--- config.mk ---
export PLATFORM = sky130hd
export DESIGN_NAME = srv_addr_hit_v3_flat
export DESIGN_NICKNAME = d
export VERILOG_FILES = /design/src/rtl/srv_addr_hit_v3_if.sv /design/src/rtl/srv_addr_hit_v3.sv /design/src/flat_wrapper.sv
export SDC_FILE = /design/constraint.sdc
export NUM_CORES = 1
export LEC_CHECK = 0
export CORE_MARGIN = 1
export CORE_UTILIZATION = 54
export CTS_CLUSTER_SIZE = 25
export DETAILED_ROUTE_END_ITERATION = 10
export HOLD_SLACK_MARGIN = 0.06
export PLACE_DENSITY = 0.87
export SLEW_MARGIN = 20
export SYNTH_ARGS = -nofsm -noshare
export SYNTH_HDL_FRONTEND = slang
export SYNTH_SLANG_ARGS = --single-unit
--- constraint.sdc ---
create_clock -name clk -period 4.09 [get_ports clk]
set_input_delay 0.6135 -clock clk [delete_from_list [all_inputs] [get_ports clk]]
set_output_delay 0.6135 -clock clk [all_outputs]
set_load 0.005 [all_outputs]
--- src/rtl/srv_addr_hit_v3_if.sv ---
// Address-channel bundle for srv_addr_hit_v3: upstream valid/ready address in,
// downstream registered decode result out.
interface srv_addr_hit_v3_if #(
  parameter int AW         = 32,
  parameter int MAX_REGION = 2,
  parameter int IW         = (MAX_REGION > 1) ? $clog2(MAX_REGION) : 1
);
  logic                  us_vld;
  logic                  us_rdy;
  logic [AW-1:0]         us_addr;
  logic                  ds_vld;
  logic                  ds_rdy;
  logic [AW-1:0]         ds_addr;
  logic [MAX_REGION-1:0] ds_hit;
  logic [IW-1:0]         ds_idx;
  logic                  ds_miss;

  modport master (
    output us_vld, us_addr, ds_rdy,
    input  us_rdy, ds_vld, ds_addr, ds_hit, ds_idx, ds_miss
  );

  modport slave (
    input  us_vld, us_addr, ds_rdy,
    output us_rdy, ds_vld, ds_addr, ds_hit, ds_idx, ds_miss
  );
endinterface

--- src/rtl/srv_addr_hit_v3.sv ---
// Registered, runtime-programmable region decoder with a lockable config port.
// Optional overlap reporting (ds_multi, multi_cnt) is enabled by SRV_ADDR_HIT_MULTI_ERR_EN.
module srv_addr_hit_v3 #(
  parameter int MAX_REGION = 2,
  parameter int AW         = 32,
  parameter int GRAN       = 12,
  parameter logic [AW-1:0] REGION [MAX_REGION][2] =
    '{'{32'h5000_0000, 32'h5FFF_FFFF}, '{32'h6000_0000, 32'h6FFF_FFFF}},
  parameter bit REGION_VIS [MAX_REGION] = '{1'b1, 1'b1},
  localparam int IW = (MAX_REGION > 1) ? $clog2(MAX_REGION) : 1
) (
  input  logic            clk,
  input  logic            rst,
  srv_addr_hit_v3_if.slave bus,
  input  logic            cfg_we,
  input  logic [IW-1:0]   cfg_idx,
  input  logic [1:0]      cfg_sel,
  input  logic [AW-1:0]   cfg_wdata,
  input  logic            cfg_lock,
  output logic            cfg_err
`ifdef SRV_ADDR_HIT_MULTI_ERR_EN
  ,
  output logic            ds_multi,
  output logic [7:0]      multi_cnt
`endif
);

  localparam int HW = AW - GRAN;

  logic [HW-1:0]         base_q  [MAX_REGION];
  logic [HW-1:0]         limit_q [MAX_REGION];
  logic [MAX_REGION-1:0] vis_q;
  logic                  locked_q;
  logic                  err_q;

  logic [HW-1:0]         addr_hi;
  logic [MAX_REGION-1:0] match;
  logic [MAX_REGION-1:0] hit_d;
  logic [IW-1:0]         idx_d;
  logic                  found;

  logic                  ds_vld_q;
  logic [AW-1:0]         ds_addr_q;
  logic [MAX_REGION-1:0] ds_hit_q;
  logic [IW-1:0]         ds_idx_q;
  logic                  ds_miss_q;

  logic                  us_rdy;
  logic                  fire;
  logic                  cfg_idx_ok;
  logic                  cfg_ok;
  logic                  unused_cfg;

  assign addr_hi    = bus.us_addr[AW-1:GRAN];
  assign us_rdy     = !ds_vld_q || bus.ds_rdy;
  assign fire       = bus.us_vld && us_rdy;
  assign cfg_idx_ok = int'(cfg_idx) < MAX_REGION;
  assign cfg_ok     = cfg_we && !locked_q && cfg_idx_ok && (cfg_sel != 2'd3);
  assign unused_cfg = ^cfg_wdata;

  // Range compare on granule numbers; an inverted range (base > limit) can never match.
  always_comb begin
    match = '0;
    for (int i = 0; i < MAX_REGION; i++) begin
      match[i] = vis_q[i] && (addr_hi >= base_q[i]) && (addr_hi <= limit_q[i]);
    end
  end

  always_comb begin
    hit_d = '0;
    idx_d = '0;
    found = 1'b0;
    for (int i = 0; i < MAX_REGION; i++) begin
      if (match[i] && !found) begin
        hit_d[i] = 1'b1;
        idx_d    = IW'(i);
        found    = 1'b1;
      end
    end
  end

  // Single output register; results only change on a handshake, so a stalled
  // result is untouched by table writes.
  always_ff @(posedge clk or posedge rst) begin
    if (rst) begin
      ds_vld_q  <= 1'b0;
      ds_addr_q <= '0;
      ds_hit_q  <= '0;
      ds_idx_q  <= '0;
      ds_miss_q <= 1'b0;
    end else if (fire) begin
      ds_vld_q  <= 1'b1;
      ds_addr_q <= bus.us_addr;
      ds_hit_q  <= hit_d;
      ds_idx_q  <= idx_d;
      ds_miss_q <= !found;
    end else if (bus.ds_rdy) begin
      ds_vld_q  <= 1'b0;
    end
  end

  // Table, lock and error state; a write alongside cfg_lock still lands.
  always_ff @(posedge clk or posedge rst) begin
    if (rst) begin
      for (int i = 0; i < MAX_REGION; i++) begin
        base_q[i]  <= REGION[i][0][AW-1:GRAN];
        limit_q[i] <= REGION[i][1][AW-1:GRAN];
        vis_q[i]   <= REGION_VIS[i];
      end
      locked_q <= 1'b0;
      err_q    <= 1'b0;
    end else begin
      for (int i = 0; i < MAX_REGION; i++) begin
        if (cfg_ok && (int'(cfg_idx) == i)) begin
          case (cfg_sel)
            2'd0:    base_q[i]  <= cfg_wdata[AW-1:GRAN];
            2'd1:    limit_q[i] <= cfg_wdata[AW-1:GRAN];
            2'd2:    vis_q[i]   <= cfg_wdata[0];
            default: ;
          endcase
        end
      end
      if (cfg_lock)
        locked_q <= 1'b1;
      if (cfg_we && !cfg_ok)
        err_q <= 1'b1;
    end
  end

`ifdef SRV_ADDR_HIT_MULTI_ERR_EN
  logic       multi_d;
  logic       ds_multi_q;
  logic [7:0] multi_cnt_q;

  assign multi_d = |(match & (match - MAX_REGION'(1)));

  always_ff @(posedge clk or posedge rst) begin
    if (rst) begin
      ds_multi_q  <= 1'b0;
      multi_cnt_q <= '0;
    end else if (fire) begin
      ds_multi_q <= multi_d;
      if (multi_d && (multi_cnt_q != 8'hFF))
        multi_cnt_q <= multi_cnt_q + 8'd1;
    end
  end

  assign ds_multi  = ds_multi_q;
  assign multi_cnt = multi_cnt_q;
`endif

  assign bus.us_rdy  = us_rdy;
  assign bus.ds_vld  = ds_vld_q;
  assign bus.ds_addr = ds_addr_q;
  assign bus.ds_hit  = ds_hit_q;
  assign bus.ds_idx  = ds_idx_q;
  assign bus.ds_miss = ds_miss_q;
  assign cfg_err     = err_q;

endmodule

--- src/flat_wrapper.sv ---
// flat-port wrapper written by rule: the top's interface ports become plain ports
module srv_addr_hit_v3_flat 
#(
  parameter int MAX_REGION = 2,
  parameter int AW         = 32,
  parameter int GRAN       = 12,
  parameter logic [AW-1:0] REGION [MAX_REGION][2] =
    '{'{32'h5000_0000, 32'h5FFF_FFFF}, '{32'h6000_0000, 32'h6FFF_FFFF}},
  parameter bit REGION_VIS [MAX_REGION] = '{1'b1, 1'b1},
  localparam int IW = (MAX_REGION > 1) ? $clog2(MAX_REGION) : 1
)
  (clk, rst, cfg_we, cfg_idx, cfg_sel, cfg_wdata, cfg_lock, cfg_err, bus_us_vld, bus_us_addr, bus_ds_rdy, bus_us_rdy, bus_ds_vld, bus_ds_addr, bus_ds_hit, bus_ds_idx, bus_ds_miss);
  srv_addr_hit_v3_if #(.AW(AW), .MAX_REGION(MAX_REGION)) bus_i ();
  input  logic clk;
  input  logic rst;
  input  logic cfg_we;
  input  logic [IW-1:0] cfg_idx;
  input  logic [1:0] cfg_sel;
  input  logic [AW-1:0] cfg_wdata;
  input  logic cfg_lock;
  output logic cfg_err;
  input wire logic [$bits(bus_i.us_vld)-1:0] bus_us_vld;
  input wire logic [$bits(bus_i.us_addr)-1:0] bus_us_addr;
  input wire logic [$bits(bus_i.ds_rdy)-1:0] bus_ds_rdy;
  output wire logic [$bits(bus_i.us_rdy)-1:0] bus_us_rdy;
  output wire logic [$bits(bus_i.ds_vld)-1:0] bus_ds_vld;
  output wire logic [$bits(bus_i.ds_addr)-1:0] bus_ds_addr;
  output wire logic [$bits(bus_i.ds_hit)-1:0] bus_ds_hit;
  output wire logic [$bits(bus_i.ds_idx)-1:0] bus_ds_idx;
  output wire logic [$bits(bus_i.ds_miss)-1:0] bus_ds_miss;
  assign bus_i.us_vld = bus_us_vld;
  assign bus_i.us_addr = bus_us_addr;
  assign bus_i.ds_rdy = bus_ds_rdy;
  assign bus_us_rdy = bus_i.us_rdy;
  assign bus_ds_vld = bus_i.ds_vld;
  assign bus_ds_addr = bus_i.ds_addr;
  assign bus_ds_hit = bus_i.ds_hit;
  assign bus_ds_idx = bus_i.ds_idx;
  assign bus_ds_miss = bus_i.ds_miss;
  srv_addr_hit_v3 #(.MAX_REGION(MAX_REGION), .AW(AW), .GRAN(GRAN), .REGION(REGION), .REGION_VIS(REGION_VIS)) u_core (.clk(clk), .rst(rst), .bus(bus_i), .cfg_we(cfg_we), .cfg_idx(cfg_idx), .cfg_sel(cfg_sel), .cfg_wdata(cfg_wdata), .cfg_lock(cfg_lock), .cfg_err(cfg_err));
endmodule
; Word-level counts from Yosys, hierarchy flattened
; Cells that the tools add are included.
[word_totals]
ff_bits = 121
latchBits = 0
ram_bits = 0
rom_bits = 0
inputBits = 73
out_inout_bits = 39
elab_cells = 51
mem_count = 0
[classes]
n_addsub = 0
multipliers = 0
div_mod_pow = 0
order_cmp = 4
n_eq_ne = 3
n_shift = 0
mux = 5
n_bitwise = 1
reduce_logical = 25
[ops]
columns = op, count
row1 = 20-bit greater-or-equal comparator, 2
row2 = 20-bit <= comparator, 2
row3 = 2-bit AND reduction, 6
row4 = 1-bit logical AND, 11
row5 = 1-bit zero test, 5
row6 = 1-bit two-way mux, 5
row7 = "2-bit by 1-bit equality test with 1-bit output, second input constant", 1
row8 = "2-bit equality test, second input constant", 1
row9 = 2-bit zero test, 1
row10 = "2-bit != test, second input constant", 1
row11 = 2-bit nonzero test, 1
row12 = 1-bit logical OR, 1
row13 = 1-bit NOT, 1

; Depth between registers and ports, before layout
[depth]
ltp_word = 8
mapped_depth = 8
depth_no_buf = 8

; Worst setup path after synthesis
; No wires, ideal clock.
[synth_timing]
path_type = input to register
from = input port bus_us_addr[22]
to = register u_core.ds_miss_q (netlist: u_core.bus.ds_miss)
setup_time_ns = 0.126
t_arrival_ns = 2.154
t_required_ns = 3.964
setup_slack_ns = 1.810
stages = 6
n_path_buf = 0
cell_sequence = ha_1 > and4_1 > a221o_1 > a2111o_1 > and2_1 > o32a_1
[synth_via]
elab_chain_cells = 8
word_cells_on_any_way = 13
classes_between = 4 x order compare / 2 x mux / 7 x reduce/logical
[synth_lines]
columns = element, line_no
row1 = from (decl), flat_wrapper.sv:23  ; input wire logic [$bits(bus_i.us_addr)-1:0] bus_us_addr;
row2 = 20-bit greater-or-equal comparator, srv_addr_hit_v3.sv:65  ; match[i] = vis_q[i] && (addr_hi >= base_q[i]) && (addr_hi <= limit_q[i]);
row3 = 1-bit logical AND (2 in series), srv_addr_hit_v3.sv:65
row4 = 1-bit two-way mux, srv_addr_hit_v3.sv:74  ; if (match[i] && !found) begin
row5 = 1-bit zero test, srv_addr_hit_v3.sv:74
row6 = 1-bit logical AND, srv_addr_hit_v3.sv:74
row7 = 1-bit two-way mux *, srv_addr_hit_v3.sv:74
row8 = 1-bit zero test *, srv_addr_hit_v3.sv:96  ; ds_miss_q <= !found;
row9 = to (signal assigned), srv_addr_hit_v3.sv:96
row10 = to (decl), srv_addr_hit_v3.sv:46  ; logic ds_miss_q;
; Mark *: on every way between the ends. The rest lies on a longest branch, timed or not.
; A chain may end at the register's enable or synchronous reset.

; Worst setup path after layout
[layout_timing]
from = input port bus_us_addr[27]
to = register u_core.ds_miss_q (netlist: u_core.bus.ds_miss)
; Same word-level chain as after synthesis.

==> qor.csv <==
stage,metric,value,unit
worst_setup_path,R2R setup slack,1.68,ns
floorplanning,io pins,112,
timing,Slew Limit Fails,0,
worst_setup_path,critical path required time,4.39,ns
hold_path,hold crit path type,reg -> reg,
timing,setup TNS,0,ns
drt,"wirelength, routed",15400,um
worst_setup_path,CP arrival,2.95,ns
placed_design,# port buffers,100,
global_routing,Total Routing Usage GR,26.3,%
pwr,Pwr Total,3.46,mW
global_routing,pin count of the biggest net entering global routing,69,
finish,register area,3060,um^2
status,failing checks,design-rule violations,
clock_tree,clock-pin slew on the worst setup and hold paths,0.05,ns
finish,"commonest cells after routing, fill and taps aside","clkdlybuf4s50_1, ha_1, dfrtp_1",
worst_setup_path,Worst setup EP type,flip-flop,
yosys,Yosys top cell by area,dfrtp_1,
yosys,synthesized cell area,6470,um^2
placed_design,"Cell Area, Placed",7650,um^2
drt,Initial DRT Pass Iterations,8,
drt,iteration-0 DRC count of the detailed router,308,
pwr,Peak supply drop,0.292,mV
yosys,Post-synth EDFFs,0,
timing,Final Critical Period,2.66,ns
timing,Layout Skew,0.00536,ns
worst_setup_path,Crit Path Max Fanout,5,
drt,number of nets with antenna violations after routing,0,
finish,multi-input gate area in the final layout,3050,um^2
finish,Antenna Cells,0,
pwr,static leakage,3.82,nW
finish,# fillers,752,
global_routing,initial antenna violation count,0,
floorplanning,Die Ht,111,um
drt,Vias,4928,
finish,Total Nets Final,858,
global_routing,grt ovf,0,
yosys,Yosys top cell area share,30.2,%
yosys,Async SR Flop Fraction,100,%
clock_tree,root buffer cell,clkbuf_16,
placed_design,DP HPWL,10700,um
placed_design,GPL Wtd Cong,0.857,
finish,Finished Cell Area,8290,um^2
floorplanning,row count,39,
clock_tree,hold-fix buffers at CTS,0,
clock_tree,Num Clock Sinks,120,
yosys,Yosys warning count,0,
worst_setup_path,CP Launch Type,input port,
timing,RSZ-0062 raised after global routing,no,
global_routing,vias in the first global route,5323,
drt,DRC Markers,12,
timing,Final Hold Viols,0,
placed_design,worst slack at placement,1.05,ns
yosys,Synth cell types,43,
timing,setup violators final,0,
yosys,register bit count reported by yosys,120,
timing,"Worst Setup Slack, final",1.43,ns
clock_tree,CTS buffer count,17,
floorplanning,DIE AREA,12400,um^2
finish,Synth-to-Final Area Change,28.2,%
finish,"commonest non-fill, non-tap cell in the layout",clkdlybuf4s50_1,
yosys,top area cells in the synthesized netlist,"dfrtp_1, dfstp_2, ha_1, mux2_2, inv_1",
yosys,"Net Count, Synth",749,
drt,vias per inst,5.72,
worst_setup_path,Crit Path Category,in -> reg,
floorplanning,Starting Density,55.9,%
pwr,pwr/cell area,417,nW/um^2
yosys,cell count after synthesis,596,
timing,ratio of final minimum period to clock period,65.0,%
drt,routed len/inst,17.9,um
clock_tree,later-pin clock latency in the skew report,0.42,ns
floorplanning,core area,11600,um^2
floorplanning,die width,111,um
clock_tree,CTS max path bufs,2,
timing,Fmax,0.376,GHz
status,status,finished with violations,
global_routing,first-pass GRT wire length,25400,um
yosys,ys flop type,dfrtp_1,
clock_tree,CTS tree,built,
clock_tree,post-CTS sizing,0,
flow_run,max_cap viols,0,
clock_tree,Post-CTS Setup Inserts,0,
yosys,"Seq/Total Area, Yosys",47.2,%
timing,max_slew headroom,44.6,%
clock_tree,# H-tree levels,4,
timing,Slew @ Worst Pin,0.831,ns
finish,share of cells above drive strength 1,22.6,%
yosys,syn avg cell area,10.9,um^2
through the flow:
stage | cells | util, % | hold slack [ns]
floorplan | 596 | - | 0.451
global placement | 829 | 66.1 | 0.439
detailed placement | 829 | 66.1 | 0.459
CTS | 861 | 71.7 | 0.471
global route | 861 | 71.7 | 0.486
finish | 861 | 71.7 | 0.469
Yosys cell counts (2+ instances only):
cell and number:
mux2_2 75, inv_1 78, o21ai_0 48, and4_1 6, o31ai_1 2, nand2_1 63
clkbuf_1 10, a21o_1 7, a21oi_1 34, nand4_1 7, dfrtp_1 78, dfstp_2 42
nor2b_1 6, nor4_1 2, nand3_1 9, o41a_1 2, nor3_1 4, buf_2 5
nor2_1 9, nand2b_1 3, ha_1 80, o211ai_1 2, and2_1 2, a211oi_1 3
worst max-delay path, cell delays in order:
cell and delay (ns):
clkdlybuf4s50_1 0.54, ha_1 0.40, nand4_1 0.19, nor2_1 0.08, and3_1 0.18, a2111oi_0 0.40
a21oi_1 0.18, o32a_1 0.37
power breakdown:
group,switching [mW],internal (mW)
Sequential,0.0409,1.29
Combinational,0.226,0.273
Clock,0.533,1.09
Total,0.800,2.66
cell type report:
type | instances | share of cell area, %
sequential | 120 | 36.8
multi-input combinational | 381 | 36.8
timing repair buffer | 107 | 12.9
clock buffer | 19 | 5.34
inverter | 78 | 3.56
clock inverter | 13 | 2.43
tap | 143 | 2.16
registers in the layout (all words and copies together) (netlist names):
name and cells:
u_core.base_q 40, u_core.limit_q 40, u_core.bus.ds_addr 32, u_core.vis_q 2
u_core.bus.ds_hit 1, u_core.bus.ds_idx 1, u_core.bus.ds_miss 1, u_core.bus.ds_vld 1
u_core.cfg_err 1, u_core.locked_q 1
worst paths after layout:
kind,start,endpoint,depth (start not counted)
max in group asynchronous,rst,u_core.limit_q[15]$_DFFE_PP1P_,3
worst min register to register,u_core.cfg_err$_DFFE_PP0P_,u_core.cfg_err$_DFFE_PP0P_,1
worst max register to register,u_core.limit_q[15]$_DFFE_PP1P_,u_core.bus.ds_miss$_DFFE_PP0P_,8
worst max-delay path,bus_us_addr[27],u_core.bus.ds_miss$_DFFE_PP0P_,8
worst min-delay path,u_core.cfg_err$_DFFE_PP0P_,u_core.cfg_err$_DFFE_PP0P_,1
min in group asynchronous,rst,u_core.bus.ds_addr[11]$_DFFE_PP0P_,2
layer usage:
metal / wire length, um / track usage (%) / up-vias
met2: 7650 / 45.4 / 194
met3: 861 / 6.53 / 50
li1: - / - / 2281
met5: 0 / 0 / -
met1: 6310 / 30.0 / 2403
met4: 570 / 14.7 / 0
cells by family (layout without fill, tap and decap cells):
family | Yosys count | count (layout) | share of synthesized area (%)
multiplexers | 75 | 75 | 13.1
flip-flops | 120 | 120 | 47.2
adder cells (fa/ha/maj) | 80 | 80 | 15.5
AO/OA/AOI/OAI | 107 | 107 | 9.63
AND/OR/NAND/NOR | 119 | 119 | 8.92
buffers and inverters | 95 | 217 | 5.67
No activity file was read; power rests on OpenSTA's default activity.
